### src/rtl/axi_lite_pkg.sv
// rtl/axi_lite_pkg.sv - shared AXI4-lite FSM state encoding and response codes
package axi_lite_pkg;

  typedef enum logic [2:0] {
    S_IDLE  = 3'd0,
    S_WADDR = 3'd1,
    S_WRESP = 3'd2,
    S_RADDR = 3'd3,
    S_RDATA = 3'd4,
    S_RSP   = 3'd5
  } state_e;

  localparam logic [1:0] RESP_OKAY   = 2'b00;
  localparam logic [1:0] RESP_EXOKAY = 2'b01;
  localparam logic [1:0] RESP_SLVERR = 2'b10;
  localparam logic [1:0] RESP_DECERR = 2'b11;

  localparam logic [2:0] PROT_DEFAULT = 3'b000;

endpackage

### src/rtl/axi_lite_master.sv
// rtl/axi_lite_master.sv - single-outstanding AXI4-lite initiator
// Define AXI_LITE_MASTER_ERRCNT_EN to add the saturating err_count output.
module axi_lite_master
  import axi_lite_pkg::*;
#(
  parameter int C_ADDR_WIDTH = 32,
  parameter int C_DATA_WIDTH = 32
) (
  input  logic                      aclk,
  input  logic                      areset,
  input  logic                      cmd_valid,
  output logic                      cmd_ready,
  input  logic                      cmd_write,
  input  logic [C_ADDR_WIDTH-1:0]   cmd_addr,
  input  logic [C_DATA_WIDTH-1:0]   cmd_wdata,
  input  logic [C_DATA_WIDTH/8-1:0] cmd_wstrb,
  output logic                      rsp_valid,
  output logic [C_DATA_WIDTH-1:0]   rsp_rdata,
  output logic [1:0]                rsp_resp,
  output logic [C_ADDR_WIDTH-1:0]   m_axi_awaddr,
  output logic [2:0]                m_axi_awprot,
  output logic                      m_axi_awvalid,
  input  logic                      m_axi_awready,
  output logic [C_DATA_WIDTH-1:0]   m_axi_wdata,
  output logic [C_DATA_WIDTH/8-1:0] m_axi_wstrb,
  output logic                      m_axi_wvalid,
  input  logic                      m_axi_wready,
  input  logic [1:0]                m_axi_bresp,
  input  logic                      m_axi_bvalid,
  output logic                      m_axi_bready,
  output logic [C_ADDR_WIDTH-1:0]   m_axi_araddr,
  output logic [2:0]                m_axi_arprot,
  output logic                      m_axi_arvalid,
  input  logic                      m_axi_arready,
  input  logic [C_DATA_WIDTH-1:0]   m_axi_rdata,
  input  logic [1:0]                m_axi_rresp,
  input  logic                      m_axi_rvalid,
  output logic                      m_axi_rready
`ifdef AXI_LITE_MASTER_ERRCNT_EN
  ,
  output logic [7:0]                err_count
`endif
);

  localparam int STRB_W = C_DATA_WIDTH / 8;

  state_e                    state_q, state_d;
  logic                      awvalid_q, awvalid_d;
  logic                      wvalid_q, wvalid_d;
  logic                      arvalid_q, arvalid_d;
  logic                      aw_done_q, aw_done_d;
  logic                      w_done_q, w_done_d;
  logic [C_ADDR_WIDTH-1:0]   awaddr_q, awaddr_d;
  logic [C_ADDR_WIDTH-1:0]   araddr_q, araddr_d;
  logic [C_DATA_WIDTH-1:0]   wdata_q, wdata_d;
  logic [STRB_W-1:0]         wstrb_q, wstrb_d;
  logic [C_DATA_WIDTH-1:0]   rdata_q, rdata_d;
  logic [1:0]                resp_q, resp_d;

  logic aw_hs;
  logic w_hs;

  assign aw_hs = awvalid_q && m_axi_awready;
  assign w_hs  = wvalid_q && m_axi_wready;

  always_ff @(posedge aclk or posedge areset) begin
    if (areset) begin
      state_q <= S_IDLE;
    end else begin
      state_q <= state_d;
    end
  end

  always_comb begin
    state_d   = state_q;
    awvalid_d = awvalid_q;
    wvalid_d  = wvalid_q;
    arvalid_d = arvalid_q;
    aw_done_d = aw_done_q;
    w_done_d  = w_done_q;
    awaddr_d  = awaddr_q;
    araddr_d  = araddr_q;
    wdata_d   = wdata_q;
    wstrb_d   = wstrb_q;
    rdata_d   = rdata_q;
    resp_d    = resp_q;

    case (state_q)
      S_IDLE: begin
        if (cmd_valid) begin
          if (cmd_write) begin
            state_d   = S_WADDR;
            awaddr_d  = cmd_addr;
            wdata_d   = cmd_wdata;
            wstrb_d   = cmd_wstrb;
            awvalid_d = 1'b1;
            wvalid_d  = 1'b1;
            aw_done_d = 1'b0;
            w_done_d  = 1'b0;
          end else begin
            state_d   = S_RADDR;
            araddr_d  = cmd_addr;
            arvalid_d = 1'b1;
          end
        end
      end
      S_WADDR: begin
        // AW and W complete independently; leave as soon as both are done,
        // counting a handshake that lands in this very cycle.
        if (aw_hs) begin
          awvalid_d = 1'b0;
          aw_done_d = 1'b1;
        end
        if (w_hs) begin
          wvalid_d = 1'b0;
          w_done_d = 1'b1;
        end
        if ((aw_done_q || aw_hs) && (w_done_q || w_hs)) begin
          state_d = S_WRESP;
        end
      end
      S_WRESP: begin
        if (m_axi_bvalid) begin
          resp_d  = m_axi_bresp;
          state_d = S_RSP;
        end
      end
      S_RADDR: begin
        if (m_axi_arready) begin
          arvalid_d = 1'b0;
          state_d   = S_RDATA;
        end
      end
      S_RDATA: begin
        if (m_axi_rvalid) begin
          rdata_d = m_axi_rdata;
          resp_d  = m_axi_rresp;
          state_d = S_RSP;
        end
      end
      S_RSP: begin
        state_d = S_IDLE;
      end
      default: begin
        state_d = S_IDLE;
      end
    endcase
  end

  always_ff @(posedge aclk or posedge areset) begin
    if (areset) begin
      awvalid_q <= 1'b0;
      wvalid_q  <= 1'b0;
      arvalid_q <= 1'b0;
      aw_done_q <= 1'b0;
      w_done_q  <= 1'b0;
      awaddr_q  <= '0;
      araddr_q  <= '0;
      wdata_q   <= '0;
      wstrb_q   <= '0;
      rdata_q   <= '0;
      resp_q    <= RESP_OKAY;
    end else begin
      awvalid_q <= awvalid_d;
      wvalid_q  <= wvalid_d;
      arvalid_q <= arvalid_d;
      aw_done_q <= aw_done_d;
      w_done_q  <= w_done_d;
      awaddr_q  <= awaddr_d;
      araddr_q  <= araddr_d;
      wdata_q   <= wdata_d;
      wstrb_q   <= wstrb_d;
      rdata_q   <= rdata_d;
      resp_q    <= resp_d;
    end
  end

`ifdef AXI_LITE_MASTER_ERRCNT_EN
  logic [7:0] err_cnt_q, err_cnt_d;

  always_comb begin
    err_cnt_d = err_cnt_q;
    if ((state_q == S_RSP) && (resp_q != RESP_OKAY) && (err_cnt_q != 8'hFF)) begin
      err_cnt_d = err_cnt_q + 8'd1;
    end
  end

  always_ff @(posedge aclk or posedge areset) begin
    if (areset) begin
      err_cnt_q <= 8'd0;
    end else begin
      err_cnt_q <= err_cnt_d;
    end
  end

  assign err_count = err_cnt_q;
`endif

  assign cmd_ready     = (state_q == S_IDLE);
  assign rsp_valid     = (state_q == S_RSP);
  assign rsp_rdata     = rdata_q;
  assign rsp_resp      = resp_q;

  assign m_axi_awaddr  = awaddr_q;
  assign m_axi_awprot  = PROT_DEFAULT;
  assign m_axi_awvalid = awvalid_q;
  assign m_axi_wdata   = wdata_q;
  assign m_axi_wstrb   = wstrb_q;
  assign m_axi_wvalid  = wvalid_q;
  assign m_axi_bready  = (state_q == S_WRESP);
  assign m_axi_araddr  = araddr_q;
  assign m_axi_arprot  = PROT_DEFAULT;
  assign m_axi_arvalid = arvalid_q;
  assign m_axi_rready  = (state_q == S_RDATA);

endmodule
### config.mk
export PLATFORM = sky130hd
export DESIGN_NAME = axi_lite_master
export DESIGN_NICKNAME = d
export VERILOG_FILES = /design/src/rtl/axi_lite_pkg.sv /design/src/rtl/axi_lite_master.sv
export SDC_FILE = /design/constraint.sdc
export NUM_CORES = 1
export LEC_CHECK = 0
export ABC_AREA = 0
export BUFFER_PORTS_ARGS = -buffer_cell sky130_fd_sc_hd__buf_2
export CAP_MARGIN = 30
export CORE_ASPECT_RATIO = 0.75
export CORE_MARGIN = 5
export CORE_UTILIZATION = 40
export CTS_BUF_LIST = sky130_fd_sc_hd__clkbuf_8
export DETAILED_ROUTE_END_ITERATION = 12
export PLACE_DENSITY = 0.7
export SYNTH_ARGS = -nofsm -noshare
export SYNTH_HDL_FRONTEND = slang
export SYNTH_SLANG_ARGS = --single-unit
### constraint.sdc
create_clock -name aclk -period 10.9 [get_ports aclk]
set_clock_uncertainty 0.1 [all_clocks]
set_input_delay 0.545 -clock aclk [delete_from_list [all_inputs] [get_ports aclk]]
set_output_delay 0.545 -clock aclk [all_outputs]
set_load 0.02 [all_outputs]
==> results.txt, run 1 <==
The flow ran to the end, and the final reports show no timing, DRC or antenna violations. The largest vdd supply drop is 0.0001515 V. The number of slew-limit violations in the final report came to 0.

Counting the fill cells in the layout gives 1163. TritonCTS built the clock tree. The standard cell core area is 13800 µm². The tree is rooted in a clkbuf_8. The clock transition at the registers of the reported paths came out at 0.09 ns. The depth of the critical timing path with buffers and inverters included came out at 4. The final estimated routing congestion in global placement came out at 0.7674.

The final non-filler cell total came out at 799. Summed over all cells, the static leakage comes to 3.741 nW. The total grt overflow is 0. The setup TNS came out at 0 ns.

Of all nets on the critical path, the largest fanout is 19. The post-synthesis register bit count is 142. The critical path class is flop to flop. The number of instances resized during post-cts repair is 0. The startpoint type of the worst setup path is a flop. Setup repair after global routing left no endpoint under its margin. The first routing iteration left 107 violations.

The arrival time at the worst endpoint is 2.71 ns. At the pin with the least slew margin, the transition time is 0.8484 ns. The setup violation total in the final timing report is 0. For this design, the CTS-stage hold fixing added 0 buffers. At the later pin of the worst-skew pair, clock insertion delay measures 0.43 ns.

The hold violation total from the final report is 0. The mean routed wirelength per cell is 16.75 µm. Entering global routing, the biggest net connects 80 pins. The number of violations of the max-capacitance limit is 0. The netlist area before placement is 5657 µm². The initial core utilization came out at 41.00%. The first-pass GRT wire length came out at 21.42 mm.

The number of antenna violations at the first check in global routing is 0. The clock tree synthesis step divided the H-tree into 4 levels. The die is 113.0 µm tall. For the worst flop-to-flop path, the logic depth is 4. The worst path needs 2.500 ns of the cycle, external delays included. The fraction of power consumed by the clock network is 17.5%. The half-perimeter wire length after detailed placement came out at 9.959 mm. The remaining routing DRC violations came out at 0.

Leaving out fill and tap cells, the most frequent cells in the layout are buf_2 (253), dfrtp_1 (142), mux2_2 (114). In this run the power density over the cells is 324.2 nW/µm². Walking the worst path, the cells encountered are nor3_4 > nand3b_1 > buf_4 > mux2_2.

The number of setup buffers added after CTS is 0. The final-stage net count came out at 724. The mean instance size in the synthesized netlist is 16.02 µm². The total inserted antenna cells is 0. On the worst path, the slowest cell contributes a delay of 0.61 ns. Counting along the longest clock path gives a buffer depth of 2. The overall die area is 16640 µm². The worst max-slew margin expressed relative to the limit came out at 43.27%. The final worst-path cycle share is 22.93%.

The x dimension of the die came out at 147.3 µm. Port buffering added 253 buffers. Net switching is 39.69% of the power. The slowest stage of the critical path is the nand3b_1 cell. The count of mapped cells out of synthesis is 353. On the final layout, the worst hold slack is 0.05394 ns. The number of search-and-repair iterations in the first detailed-routing pass came out at 4. The remaining antenna violation count after routing came out at 0. The warning count from the yosys run is 0. The total global-route track usage came out at 16.25%. The type of element capturing the critical path is a flop. The proportion of layout cells with a drive suffix above 1 is 68.75%. The via density per instance came out at 4.768. Pin placement for this block handled 260 I/O pins.

Static timing analysis puts the maximum clock frequency at 400.0 MHz. Broken down by cell family, the worst path's largest delay share belongs to simple AND/OR/NAND/NOR gates. The share of the Yosys chip area taken by registers is 62.82%. The total wire length after detailed routing came out at 13.38 mm. Sequential cells account for 38.7% of the total power.

The synthesis-to-layout area growth came out at 32.27%. The critical path buffer and inverter count came out at 1. Cell internal power was estimated by the tool at 1.463 mW. The routed layout has 3810 vias. The reported net switching power came out at 0.9629 mW. The number of buffers created by CTS is 17. The critical path data required time came out at 11.11 ns. The tightest min-delay check is of the primary input to async pin type. The site row count came out at 37. CTS saw 142 sinks. The total instance count after detailed placement is 765.

Combinational logic is responsible for 43.8% of the overall power. The number of global-route vias before repair came out at 4176. Leaving out fill and tap cells, the most frequent cell in the layout is buf_2.

The count of cell types in the netlist is 33.
[cells in the mapped netlist]
cell         n  share of area (%)
a21oi_1      8               0.71
mux2i_1      1               0.18
a31oi_1      4               0.44
buf_8        2               0.53
nor3b_1      1               0.13
conb_1       1              0.066
a2bb2oi_1    1               0.15
o32a_1       1               0.18
o21a_1       1               0.13
nand3b_1     3               0.40
o21ai_0      1              0.088
inv_1        6               0.40
a21boi_0     2               0.27
nand4bb_1    1               0.20
nor3_2       1               0.18
or4b_2       1               0.18
and3_1       2               0.22
buf_4       11                1.5
or3_1        1               0.11
nand4b_1     1               0.15
mux2_2     114                 23
nand2_1      3               0.20
dfrtp_1    142                 63
mux2_4      20                5.3
a21o_1       2               0.27
nor3_4       1               0.29
nor2_1       5               0.33
mux2_1       2               0.40
buf_2        7               0.62
nand2b_1     2               0.22
clkbuf_1     2               0.13
buf_6        2               0.40
nor4b_1      1               0.15
[cell type report]
type | count | area [µm²] | area share (%)
timing repair buffer | 258 | 1344 | 17.96
clock buffer | 18 | 247.7 | 3.311
sequential | 142 | 3553 | 47.49
multi-input combinational | 186 | 1933 | 25.84
inverter | 6 | 27.53 | 0.3679
clock inverter | 14 | 157.7 | 2.107
tap | 175 | 219.0 | 2.926
[worst paths after layout]
path | to | start | slack, ns
max | m_axi_araddr[23] | state_q[0] | 8.40
min | m_axi_wdata[12] | areset | 0.05
max reg2reg | m_axi_araddr[23] | state_q[0] | 8.40
min reg2reg | rsp_rdata[13] | rsp_rdata[13] | 0.40
max in group asynchronous | m_axi_wdata[3] | areset | 9.61
min in group aclk | rsp_rdata[13] | m_axi_rdata[13] | 0.23
[sequential cells by signal, summed over array words and instances (netlist names)]
| signal | count |
|---|---|
| m_axi_wstrb | 4 |
| m_axi_araddr | 32 |
| m_axi_wvalid | 1 |
| rsp_rdata | 32 |
| rsp_resp | 2 |
| m_axi_awaddr | 32 |
| aw_done_q | 1 |
| m_axi_awvalid | 1 |
| m_axi_wdata | 32 |
| state_q | 3 |
| w_done_q | 1 |
| m_axi_arvalid | 1 |
[power groups by stage]
| stage | sequential [mW] | combinational, mW | clock, mW |
|---|---|---|---|
| 5_1_grt | 0.977 | 1.13 | 0.462 |
| 4_1_cts | 0.941 | 1.08 | 0.438 |
| 3_3_place_gp | 0.933 | 1.05 | 0 |
| 2_1_floorplan | 1.24 | 0.400 | 0 |
| 3_5_place_dp | 0.949 | 1.07 | 0 |
| 6_report | 0.939 | 1.06 | 0.424 |
[logic make-up (layout without fill, tap and decap cells)]
family,after synthesis,after routing,share of synthesized area (%)
buffers and inverters,30,296,3.539
DFF,142,142,62.82
muxes,137,137,28.58
other,1,6,0.06629
and+or+nand+nor,23,23,2.765
AOI/OAI and AO/OA,20,20,2.234
[through the flow]
step                      setup slack (ns)  power (mW)  instance area (µm²)  util [%]
after floorplan                      6.445       1.640                 5675         -
after global placement               8.470       1.980                 7022     50.90
after detailed placement             8.398       2.021                 7022     50.90
after CTS                            8.371       2.456                 7427     53.84
after global routing                 8.282       2.570                 7482     54.24
final                                8.400       2.426                 7482     54.24
[worst register-to-register path, stage by stage (launching register included)]
cell      delay, ns
dfrtp_1        0.60
nor3_4         0.29
nand3b_1       0.61
buf_4          0.48
mux2_2         0.31
[per-layer routing]
| metal | routed length (µm) | GRT usage (%) | vias to the layer above |
|---|---|---|---|
| met5 | 0 | 0 | - |
| met4 | 80 | 3.538 | 0 |
| met3 | 1186 | 7.086 | 9 |
| met2 | 6656 | 27.39 | 155 |
| met1 | 5457 | 19.50 | 1892 |
| li1 | - | - | 1754 |
No activity file was read; power rests on OpenSTA's default activity.
==> inputs of run 2 (changes only) <==
==> constraint.sdc (replaced) <==
create_clock -name aclk -period 2.3 [get_ports aclk]
set_clock_uncertainty 0.1 [all_clocks]
set_input_delay 0.115 -clock aclk [delete_from_list [all_inputs] [get_ports aclk]]
set_output_delay 0.115 -clock aclk [all_outputs]
set_load 0.02 [all_outputs]
==> results.txt, run 2 (same netlist as run 1, synthesis figures left out) <==
The final worst-path cycle share is 85.50% (+63 points). The highest-delay cell along the critical path is dfrtp_1. The number of top-level design ports is 260 (unchanged). The total grt overflow came out at 0 (unchanged). The critical path data required time came out at 2.50 ns (-8.61 ns).

The cell area reported after detailed placement was 7096 µm² (+1.1%). The synthesis-to-layout area growth came out at 51.27%. The worst setup path is launched from a flop. The critical path is of the flop to flop type. The worst slack after detailed placement is 0.3369 ns (-8.061 ns).

The number of buffers created by CTS came out at 17 (unchanged). The combined area of the multi-input logic cells came out at 1933 µm² (unchanged). The final critical-path required period was 1.967 ns (-0.5332 ns).

The clock latency reported for the late side of the worst-skew pair is 0.42 ns (about the same). STA classifies the critical path endpoint as a flop. Setup repair after global routing left no endpoint under its margin.

The clock transition at the registers of the reported paths is 0.08 ns (about the same). The overall die area is 16640 µm² (unchanged). The standard cell core area came out at 13800 µm² (unchanged).

The site row count was 37 (unchanged). The initial core utilization came to 41.00% (unchanged). The total wire length after detailed routing came out at 15.28 mm (+14%). The remaining antenna violation count after routing is 0 (unchanged). The via density per instance is 4.762 (-0.14%). The final estimated routing congestion in global placement was 0.7971 (+3.9%).

The number of buffers on the longest clock path is 2 (unchanged). The peak per-stage delay on the critical path is 0.55 ns (-0.06 ns). The remaining routing DRC violations came out at 0 (unchanged).

The worst hold slack is 0.1003 ns (+0.04633 ns). The final cell area excluding filler cells came out at 8557 µm² (+14%). The library cell used most frequently in the layout, excluding fill and tap cells, is buf_2. The number of DRC violations after detailed-routing iteration 0 was 190 (+78%).

The proportion of layout cells with a drive suffix above 1 is 58.56% (-10 points). The worst max-slew margin expressed relative to the limit is 47.84% (+4.6 points). The cell class contributing the biggest share of worst-path delay is flip-flops.

The number of antenna violations at the first check in global routing is 0 (unchanged). The total via count after detailed routing was 4338 (+14%). The height of the die was 113.0 µm (unchanged). The final worst-path setup slack is 0.3335 ns (-8.067 ns). The critical path buffer and inverter count was 1 (unchanged). The arrival time at the worst endpoint came out at 2.17 ns (-0.54 ns). The fmax came out at 508.5 MHz (+27%). The number of slew-limit violations in the final report came out at 0 (unchanged). The worst hold path belongs to the class primary input to flop.

The signal on the critical path passes through nor3_4 > and3_4 > buf_4 > mux2_2. The library cells used most frequently in the layout, excluding fill and tap cells, are buf_2 (253), dfrtp_1 (142), mux2_2 (114). The combined flip-flop and latch cell area is 3553 µm² (unchanged). The half-perimeter wire length after detailed placement is 9.997 mm (+0.38%).

The first-pass GRT wire length was 24.75 mm (+16%). The total power divided by cell area came out at 1356 nW/µm² (+320%). The hold violation total from the final report came out at 0 (unchanged). The clock net sink count came out at 142 (unchanged). The maximum level of the CTS H-tree came to 4 (unchanged).

The number of inserted filler cells in the final layout is 1052 (-9.5%). The largest vdd supply drop came out at 0.0006969 V (+360%). The leakage power figure came to 4.203 nW (+12%). The final-stage net count came to 836 (+15%). The clock tree from TritonCTS is built. The count of port buffers added during placement came out at 253 (unchanged). The actual transition at the worst max-transition pin is 0.7824 ns (-0.06593 ns).

The number of search-and-repair iterations in the first detailed-routing pass came out at 4 (unchanged). The worst-path maximum fanout is 27 (+8). The setup TNS was 0 ns (unchanged).

The maximum number of pins on one net before global-route repair is 143 (+79%). The mean routed wirelength per cell came out at 16.78 µm (+0.18%). The total inserted antenna cells is 0 (unchanged). The number of instances resized during post-cts repair came to 0 (unchanged).

The setup violation total in the final timing report is 0 (unchanged). The flow ran to the end, and the final reports show no timing, DRC or antenna violations. The number of global-route vias before repair came out at 4835 (+16%). The total global-route track usage is 18.53% (+2.3 points). The number of violations of the max-capacitance limit came out at 0 (unchanged). The x dimension of the die was 147.3 µm (unchanged). CTS placed an instance of clkbuf_8 at the clock tree root.
[run 2: cell types whose count changed in the layout (fill, tap and decap cells not counted), sizes merged]
cell and delta:
clkinv +3, dlygate4sd3 +109, clkinvlp -2, bufinv -1
inv +1, buf +3, clkbuf -1
[run 2: path summary, 6_finish.rpt]
check | start | endpoint | slack [ns] | cells after the start
worst max register to register | state_q[2] | m_axi_awaddr[13] | 0.33 | 4
worst min register to register | rsp_rdata[12] | rsp_rdata[12] | 0.38 | 1
worst max-delay path | state_q[2] | m_axi_awaddr[13] | 0.33 | 4
max in group asynchronous | areset | m_axi_awaddr[19] | 1.14 | 4
worst min-delay path | cmd_write | state_q[1] | 0.10 | 4
min in group asynchronous | areset | m_axi_awaddr[7] | 0.33 | 4
[run 2: metal layers]
metal  vias to the layer above  global-route usage (%)  wire length [µm]
met2                       178                   32.85              7892
met5                         -                       0                 0
li1                       1983                       -                 -
met4                         0                   5.959               299
met3                        25                   6.045              1056
met1                      2152                   21.41              6035
[run 2: cell type report]
type                            count  area share, %
Clock buffer                       17          2.734
Clock inverter                     15          1.594
Inverter                            6         0.3071
Multi-Input combinational cell    186          22.59
Sequential cell                   142          41.53
Tap cell                          175          2.559
Timing Repair Buffer              370          28.69
[run 2: report_power, final]
| part | leakage (nW) | switching (mW) | internal [mW] |
|---|---|---|---|
| Sequential | 1.72 | 0.711 | 3.73 |
| Clock | 0.185 | 0.997 | 0.870 |
| Combinational | 2.30 | 2.95 | 2.34 |
| Total | 4.20 | 4.66 | 6.94 |
[run 2: what timing repair did]
| item | in CTS | in global routing |
|---|---|---|
| endpoints found under the hold margin | 284 | 0 |
| hold buffers | 109 | 0 |
| setup buffers | 0 | 0 |
[run 2: per-stage QoR]
stage,utilization [%],power [mW],instances
6_report,62.03,11.60,911
5_1_grt,62.03,12.27,911
4_1_cts,62.03,11.68,911
3_5_place_dp,51.43,9.624,770
3_3_place_gp,51.43,9.440,770
2_1_floorplan,-,7.771,358
[run 2: worst register-to-register path, delay by kind of cell (launching register included)]
| kind | cells | cell delay [ns] |
|---|---|---|
| muxes | 1 | 0.41 |
| buffers and inverters | 1 | 0.36 |
| DFF | 1 | 0.55 |
| and+or+nand+nor | 2 | 0.44 |
==> inputs of run 3 (changes only) <==
--- a/config.mk
+++ b/config.mk
@@ -14,6 +14,7 @@
 export CTS_BUF_LIST = sky130_fd_sc_hd__clkbuf_8
 export DETAILED_ROUTE_END_ITERATION = 12
 export PLACE_DENSITY = 0.7
+export SETUP_SLACK_MARGIN = 0.5
 export SYNTH_ARGS = -nofsm -noshare
 export SYNTH_HDL_FRONTEND = slang
 export SYNTH_SLANG_ARGS = --single-unit
==> results.txt, run 3 (same netlist as run 1, synthesis figures left out) <==
The total via count after detailed routing came out at 4400 (+1.4%). The worst max-slew margin expressed relative to the limit came to 50.39% (+2.6 points). The height of the die came out at 113.0 µm (unchanged).

The site row count is 37 (unchanged). The number of violations of the max-capacitance limit is 0 (unchanged). The number of slew-limit violations in the final report is 0 (unchanged).

The total power divided by cell area was 1354 nW/µm² (-0.14%). The first-pass GRT wire length came to 25.19 mm (+1.8%). The worst hold slack came to 0.1107 ns (+0.01044 ns). The half-perimeter wire length after detailed placement is 9.956 mm (-0.41%). STA classifies the critical path startpoint as a flop. The fmax is 563.8 MHz (+11%). The critical path is of the flop to flop type. The total wire length after detailed routing is 15.87 mm (+3.9%).

The number of buffers on the longest clock path came to 2 (unchanged). The number of global-route vias before repair came out at 4961 (+2.6%). The number of search-and-repair iterations in the first detailed-routing pass is 6 (+2).

The standard cell core area is 13800 µm² (unchanged). TritonCTS built the clock tree. The final estimated routing congestion in global placement is 0.7989 (+0.23%). The total grt overflow was 0 (unchanged). In the layout the commonest cells are buf_2 (251), dfrtp_1 (140), mux2_2 (114). The total inserted antenna cells is 0 (unchanged). The hold violation total from the final report is 0 (unchanged). The maximum number of pins on one net before global-route repair came out at 87 (-39%). The total global-route track usage is 19.14% (+0.61 points). The final critical-path required period is 1.774 ns (-0.1928 ns).

The proportion of layout cells with a drive suffix above 1 is 59.11% (+0.55 points). The x dimension of the die came out at 147.3 µm (unchanged). Setup repair after global routing could not meet its margin everywhere. The cell depth of the worst flop-to-flop path came to 4 (unchanged).

The remaining antenna violation count after routing came to 0 (unchanged). The number of buffers created by CTS came out at 17 (unchanged). The setup violation total in the final timing report came out at 0 (unchanged). The arrival time at the worst endpoint came out at 1.98 ns (-0.19 ns).

The via density per instance is 4.803 (+0.88%). The tree is rooted in a clkbuf_8. The clock transition at the registers of the reported paths is 0.08 ns (about the same). The peak per-stage delay on the critical path came out at 0.44 ns (-0.11 ns).

The critical path data required time is 2.51 ns (about the same). The library cell used most frequently in the layout, excluding fill and tap cells, is buf_2. The leakage power figure was 4.267 nW (+1.5%). The maximum level of the CTS H-tree is 4 (unchanged). The overall die area is 16640 µm² (unchanged). The mean routed wirelength per cell is 17.33 µm (+3.3%). The number of antenna violations at the first check in global routing was 0 (unchanged). The number of top-level design ports is 260 (unchanged). The setup TNS came out at 0 ns (unchanged). The number of DRC violations after detailed-routing iteration 0 came out at 139 (-27%).

The final worst-path cycle share is 77.12% (-8.4 points). STA classifies the critical path endpoint as a flop. The clock net sink count is 142 (unchanged). The worst-path maximum fanout is 14 (-48%). Among all stages on the critical path, the largest delay is contributed by dfrtp_2.

The path class of the tightest hold or removal check is primary input to flop. Compared with the post-synthesis result, the final layout area differs by 54.06%. Walking the worst path, the cells encountered are nor3_4 > and3_4 > clkbuf_16 > mux2_2. The run finished with clean final reports. The internal reg-to-reg setup slack was 0.53 ns (+0.19 ns). The final-stage net count came out at 842 (+0.72%). The actual transition at the worst max-transition pin came to 0.7441 ns (-0.03830 ns). The initial core utilization came to 41.00% (unchanged). The worst hold path depth came to 4 (unchanged). The clock latency reported for the late side of the worst-skew pair came out at 0.43 ns (about the same).

The largest vdd supply drop came to 0.0006659 V (-4.4%). The count of port buffers added during placement came out at 253 (unchanged). The remaining routing DRC violations came out at 0 (unchanged).
==> run 3: through the flow <==
step	utilization (%)	total power, mW	cells	setup slack, ns	area (µm²)
2_1_floorplan	-	7.773	358	0.3079	5684
3_3_place_gp	51.61	9.443	771	0.4601	7121
3_5_place_dp	51.61	9.612	771	0.4043	7121
4_1_cts	62.87	11.84	915	0.5050	8673
5_1_grt	63.17	12.49	916	0.4639	8715
6_report	63.17	11.80	916	0.5263	8715
==> run 3: worst paths after layout <==
path / start / to
setup / recovery: state_q[2] / m_axi_awaddr[12]
min in group asynchronous: areset / m_axi_wdata[11]
setup reg to reg: state_q[2] / m_axi_awaddr[12]
max in group asynchronous: areset / state_q[0]
hold / removal: m_axi_rvalid / rsp_resp[1]
hold reg to reg: rsp_rdata[12] / rsp_rdata[12]
==> run 3: layer usage <==
metal / up-vias / GRT usage [%] / wire [µm]
li1: 1991 / - / -
met1: 2165 / 21.75 / 6400
met2: 201 / 33.53 / 7954
met3: 43 / 5.845 / 1028
met4: 0 / 8.504 / 490
met5: - / 0 / 0
==> run 3: worst max-delay path: cells and delay by family, from the launching register on <==
kind                   cells  cell delay, ns
buffers and inverters      1            0.22
flip-flops                 1            0.44
multiplexers               1            0.34
AND/OR/NAND/NOR            2            0.53
==> run 3: power breakdown <==
group	switching (mW)	internal [mW]
Sequential	0.681	3.74
Combinational	2.99	2.42
Clock	0.929	1.04
Total	4.60	7.20
==> run 3: area by class of cell <==
class	instances	area (µm²)
clock inverters	11	117.6
repair buffers	376	2572
well taps	175	219.0
clock buffers	20	275.3
inverters	6	26.28
multi-input cells	186	1948
flip-flops and latches	142	3556
fillers	1003	5081
==> run 3: repair_timing <==
item,4_1_cts,5_1_grt
endpoints found under the hold margin,284,0
hold buffers,110,0
gates cloned,1,1
pin swaps,0,1
gates resized for setup,5,5
setup endpoints to repair,98,29
setup buffers,2,0
